### src/rtl/ca_seq_pkg.sv
// Shared types and constants for the rule-110 array sequencer (ca_sequencer).
package ca_seq_pkg;

  localparam int CELLS_PER_BLOCK = 8;
  localparam int GEN_W           = 16;

  typedef enum logic [1:0] {
    S_IDLE = 2'd0,
    S_LOAD = 2'd1,
    S_RUN  = 2'd2,
    S_SCAN = 2'd3
  } state_e;

  // The array aliases the all-ones block address onto block 0, so the top block is unusable.
  function automatic int use_blocks(input int num_cells);
    return num_cells / CELLS_PER_BLOCK - 1;
  endfunction

endpackage

### src/rtl/ca_sequencer.sv
// Load/run/scan sequencer for the rule-110 cell array's byte-wide block port.
// Optional per-generation scanning is compiled in with `define CA_SEQ_SCAN_EACH_EN.
module ca_sequencer
  import ca_seq_pkg::*;
#(
  parameter int NUM_CELLS = 128,
  parameter int ADDR_W    = 6
) (
  input  logic              clk,
  input  logic              reset,
  input  logic              start_i,
  input  logic              cfg_load_i,
  input  logic [GEN_W-1:0]  cfg_gens_i,
  input  logic              cfg_scan_each_i,
  input  logic              ld_valid_i,
  output logic              ld_ready_o,
  input  logic [7:0]        ld_data_i,
  output logic              sc_valid_o,
  input  logic              sc_ready_i,
  output logic [7:0]        sc_data_o,
  output logic [ADDR_W-1:0] sc_block_o,
  output logic [GEN_W-1:0]  sc_gen_o,
  output logic              sc_last_o,
  output logic              busy_o,
  output logic              done_o,
  output logic [7:0]        ca_data_in_o,
  output logic              ca_we_n_o,
  output logic              ca_halt_n_o,
  output logic [ADDR_W-1:0] ca_addr_o,
  input  logic [7:0]        ca_data_out_i,
  output logic [1:0]        state_o
);

  localparam int                USE_BLOCKS = use_blocks(NUM_CELLS);
  localparam logic [ADDR_W-1:0] LAST_BLK   = ADDR_W'(USE_BLOCKS - 1);

  localparam logic [1:0] ST_IDLE = S_IDLE;
  localparam logic [1:0] ST_LOAD = S_LOAD;
  localparam logic [1:0] ST_RUN  = S_RUN;
  localparam logic [1:0] ST_SCAN = S_SCAN;

  logic [1:0]        state_q, state_d;
  logic [ADDR_W-1:0] blk_q, blk_d;
  logic [GEN_W-1:0]  gen_q, gen_d;
  logic [GEN_W-1:0]  gens_q, gens_d;
  logic              done_q, done_d;
  logic [GEN_W-1:0]  gen_nxt;
  logic              blk_last;
  logic              final_scan;
  logic              scan_each;

`ifdef CA_SEQ_SCAN_EACH_EN
  logic scan_each_q, scan_each_d;
  assign scan_each = scan_each_q;
`else
  logic unused_scan_each;
  assign unused_scan_each = cfg_scan_each_i;
  assign scan_each        = 1'b0;
`endif

  assign gen_nxt    = gen_q + GEN_W'(1);
  assign blk_last   = (blk_q == LAST_BLK);
  // Without per-step scanning the only scan is the final one.
  assign final_scan = !scan_each || (gen_q == gens_q);

  // Handshakes: a beat transfers on a rising edge where valid and ready are both high;
  // the sender holds data stable while valid is high and ready is low.
  always_comb begin
    state_d      = state_q;
    blk_d        = blk_q;
    gen_d        = gen_q;
    gens_d       = gens_q;
    done_d       = 1'b0;
`ifdef CA_SEQ_SCAN_EACH_EN
    scan_each_d  = scan_each_q;
`endif
    ld_ready_o   = 1'b0;
    sc_valid_o   = 1'b0;
    sc_data_o    = 8'h00;
    sc_block_o   = '0;
    sc_gen_o     = '0;
    sc_last_o    = 1'b0;
    ca_data_in_o = 8'h00;
    ca_we_n_o    = 1'b1;
    ca_halt_n_o  = 1'b0;
    ca_addr_o    = '0;

    case (state_q)
      ST_IDLE: begin
        if (start_i) begin
          gens_d = cfg_gens_i;
          gen_d  = '0;
          blk_d  = '0;
`ifdef CA_SEQ_SCAN_EACH_EN
          scan_each_d = cfg_scan_each_i;
`endif
          if (cfg_load_i)              state_d = ST_LOAD;
          else if (cfg_gens_i == '0)   state_d = ST_SCAN;
          else                         state_d = ST_RUN;
        end
      end
      ST_LOAD: begin
        ld_ready_o   = 1'b1;
        ca_we_n_o    = !ld_valid_i;
        ca_addr_o    = blk_q;
        ca_data_in_o = ld_data_i;
        if (ld_valid_i) begin
          if (blk_last) begin
            blk_d   = '0;
            state_d = (gens_q == '0) ? ST_SCAN : ST_RUN;
          end else begin
            blk_d = blk_q + ADDR_W'(1);
          end
        end
      end
      ST_RUN: begin
        ca_halt_n_o = 1'b1;
        gen_d       = gen_nxt;
        if (scan_each || (gen_nxt == gens_q)) state_d = ST_SCAN;
      end
      ST_SCAN: begin
        // The array is halted, so its read data is stable while the host stalls.
        sc_valid_o = 1'b1;
        sc_data_o  = ca_data_out_i;
        sc_block_o = blk_q;
        sc_gen_o   = gen_q;
        sc_last_o  = blk_last && final_scan;
        ca_addr_o  = blk_q;
        if (sc_ready_i) begin
          if (blk_last) begin
            blk_d = '0;
            if (final_scan) begin
              state_d = ST_IDLE;
              done_d  = 1'b1;
            end else begin
              state_d = ST_RUN;
            end
          end else begin
            blk_d = blk_q + ADDR_W'(1);
          end
        end
      end
      default: state_d = ST_IDLE;
    endcase
  end

  always_ff @(posedge clk) begin
    if (reset) begin
      state_q <= ST_IDLE;
      blk_q   <= '0;
      gen_q   <= '0;
      gens_q  <= '0;
      done_q  <= 1'b0;
    end else begin
      state_q <= state_d;
      blk_q   <= blk_d;
      gen_q   <= gen_d;
      gens_q  <= gens_d;
      done_q  <= done_d;
    end
  end

`ifdef CA_SEQ_SCAN_EACH_EN
  always_ff @(posedge clk) begin
    if (reset) scan_each_q <= 1'b0;
    else       scan_each_q <= scan_each_d;
  end
`endif

  assign busy_o  = (state_q != ST_IDLE);
  assign done_o  = done_q;
  assign state_o = state_q;

endmodule

### config.mk
export PLATFORM = sky130hd
export DESIGN_NAME = ca_sequencer
export DESIGN_NICKNAME = d
export VERILOG_FILES = /design/src/rtl/ca_seq_pkg.sv /design/src/rtl/ca_sequencer.sv
export SDC_FILE = /design/constraint.sdc
export NUM_CORES = 1
export LEC_CHECK = 0
export CORE_MARGIN = 4
export CORE_UTILIZATION = 35
export DETAILED_ROUTE_END_ITERATION = 10
export PLACE_DENSITY = 0.67
export SYNTH_ARGS = -nofsm -noshare
export SYNTH_HDL_FRONTEND = slang
export SYNTH_SLANG_ARGS = --single-unit
### constraint.sdc
create_clock -name clk -period 7.85 [get_ports clk]
set_input_delay 2.355 -clock clk [delete_from_list [all_inputs] [get_ports clk]]
set_output_delay 2.355 -clock clk [all_outputs]
set_load 0.005 [all_outputs]
==> impl_metrics.toml <==
[routing]
drt_pre_antenna_iters = 4
drc = 0
viasPerCell = 5.02
drtIter0Drc = 202
wl_per_cell_um = 13.7
ant_nets = 0
num_vias = 2698
routed_wl_um = 7340

[sta]
drv_slew = 0
skew_ns = 0.00561
max_freq_mhz = 173
layout_setup_ws_ns = 2.06
grt_setup_unrepaired = "no"
finalCriticalPeriod_ns = 5.79
hold_viol = 0
slew_headroom_pct = 47.6
fin_tns_setup_ns = 0
max_slew.worst_pin.slew_ns = 0.787
timing.final.crit_share_pct = 73.8
setup_viol = 0

[logic_synthesis]
async_flop_share_pct = 0
synthSimpleGateAreaFrac_pct = 35.3
synthAdderAreaFrac_pct = 3.28
synth_seq_cells = 41
yosysMostFrequentCell = "nand2_1"
yosys-top-cells-count = "57 x nand2_1, 41 x dfxtp_1, 39 x nor2_1"
synth_top_flop_cell = "dfxtp_1"
syn_inst = 360
synth_area_leaders = "dfxtp_1 31%, and2_1 8.7%, nand2_1 8.0%, a21oi_1 5.8%, nor2_1 5.5%"
synth.area.mux_share_pct = 1.74
synth_top_cell_by_area = "dfxtp_1"
synth_edf_count = 0
synth_top_area_share_pct = 30.8
ys_seq_area_share_pct = 30.8
synth_top_family_by_area = "simple AND/OR/NAND/NOR gates"
synthDistinctLibCells = 46
synth_nets = 406
synth-compound-area-share_pct = 14.6
synth_area_um2 = 2670
syn_avg_cell_area_um2 = 7.41
synth_xor_area_share_pct = 9.20
ys_warn_count = 0

[floorplan]
fp.dieH_um = 95.3
die_w_um = 95.3
rows = 31
boundaryPins = 92
dieArea_um2 = 9080
start_util_pct = 36.4
core_um2 = 7330

[worst_setup_path]
r2r-end = "state_o[1]"
endpoint = "sc_data_o[0]"
worstRegToRegCells = 8
cp_slowest_stage_delay_ns = 0.49
endpoint_kind = "output pin"
worst_setup_path_start_kind = "input port"
crit_path_max_fanout = 1
setup.worst_path.class = "input port to output pin"
r2r-start = "gen_q[0]"
cp_cell_sequence = "clkdlybuf4s50_1 > and2_1 > clkdlybuf4s50_1"
cp_data_required_time_ns = 5.50
worst-r2r-setup-slack_ns = 4.96
crit_path_frequent_cell = "clkdlybuf4s50_1"
cpMaxStageDelayCell = "clkdlybuf4s50_1"
worstSetupStartpoint = "ca_data_out_i[0]"
cp.arrival_ns = 3.44

[cells_and_area]
n_fill_cell = 728
synthToLayoutAreaGrowth_pct = 39.1
stdcell_count = 537
drive_above_1_share_pct = 4.57
multi_input_area_um2 = 1710
fin_nets = 483
regArea_um2 = 821
fin_area_um2 = 3710
diodes = 0

[placed_design]
place_area_um2 = 3610
gp_congestion = 0.918
portBuffers = 90
post-place-cells = 529
dp_hpwl_um = 5730
pre_cts_ws_ns = 2.04

[power]
ir_worst_vdd_mv = 0.108
powerDensity_nw_per_um2 = 198
p_total_w = 0.000736
power.leakage_nw = 1.36

[outcome]
outcome = "completed"

[clocking]
cts_max_level = 2
cts_tree = "built"
clk_root_buffer_cell = "clkbuf_8"
clk_transition_reported_paths_ns = 0.08
cts_resized = 0
clock_path_buffers = 2
ctsHoldBuffers = 0
postCtsSetupRepairBufs = 0
clk_latency_ns = 0.29
cts-buffers-inserted = 5
cts.sinks = 41

[global_routing]
grt_pass1_vias = 2422
grt_pass1_wl_um = 11800
antenna_found_initial = 0
grt_overflow_total = 0
grt_max_degree = 40
track_usage_pct = 16.3

[hold_path]
min_from = "gens_q[14]"
min_path_type = "flip-flop to flip-flop"

[job]
maxCapViolations = 0
[metal layers]
metal	wire length, µm	vias up	track usage [%]
met5	0	-	0
met1	3430	1236	22.0
met2	3310	83	26.5
met4	113	0	4.45
met3	486	7	2.92
li1	-	1372	-
[registers in the layout (all words and copies together), names as in the netlist]
| signal | flops |
|---|---|
| gen_q | 16 |
| gens_q | 16 |
| blk_q | 6 |
| state_o | 2 |
| done_o | 1 |
[area by class of cell]
cell class / count / area share, %
multi-input combinational: 287 / 46.1
sequential: 41 / 22.1
timing repair buffer: 92 / 24.7
clock buffer: 7 / 2.60
inverter: 10 / 1.01
clock inverter: 1 / 0.135
tap: 99 / 3.34
[critical path, delay by kind of cell]
family,cells,cell delay (ns)
buffers and inverters,2,0.96
AND/OR/NAND/NOR,1,0.12
[logic make-up (layout without fill, tap and decap cells)]
kind of cell | after synthesis | count (layout)
and+or+nand+nor | 185 | 185
AOI/OAI and AO/OA | 63 | 63
DFF | 41 | 41
buffers and inverters | 32 | 110
xor gates and xnor gates | 28 | 28
adders and majority gates | 7 | 7
muxes | 4 | 4
[metrics by stage]
step	util (%)	hold WS, ns
floorplan	-	0.460
global placement	49.2	0.479
detailed placement	49.2	0.488
CTS	50.6	0.500
global route	50.6	0.530
finish	50.6	0.499
[layout by cell type, fill, tap and decap left out, types with 7 or more instances in the layout]
| cell | netlist | final |
|---|---|---|
| a21oi_1 | 31 | 31 |
| and2_1 | 37 | 37 |
| clkbuf_8 | 0 | 7 |
| clkdlybuf4s50_1 | 0 | 90 |
| dfxtp_1 | 41 | 41 |
| ha_1 | 7 | 7 |
| inv_1 | 10 | 10 |
| nand2_1 | 57 | 57 |
| nor2_1 | 39 | 39 |
| nor4_1 | 11 | 11 |
| o21ai_0 | 14 | 14 |
| xnor2_1 | 15 | 15 |
| xor2_1 | 13 | 13 |
[worst min path at each step]
| stage | depth (start not counted) | endpoint | slack (ns) |
|---|---|---|---|
| finish | 2 | gens_q[14] | 0.50 |
| global route | 2 | gens_q[0] | 0.53 |
| CTS | 2 | gens_q[14] | 0.50 |
| detailed placement | 2 | gens_q[14] | 0.49 |
| global placement | 2 | gens_q[15] | 0.48 |
| floorplan | 2 | gens_q[11] | 0.46 |
[where the power goes]
part           internal [W]  switching (W)  total (W)
Sequential         0.000232      0.0000315   0.000264
Combinational      0.000144       0.000175   0.000319
Clock             0.0000795      0.0000737   0.000153
Note: power is estimated with default switching activity, not from simulation.
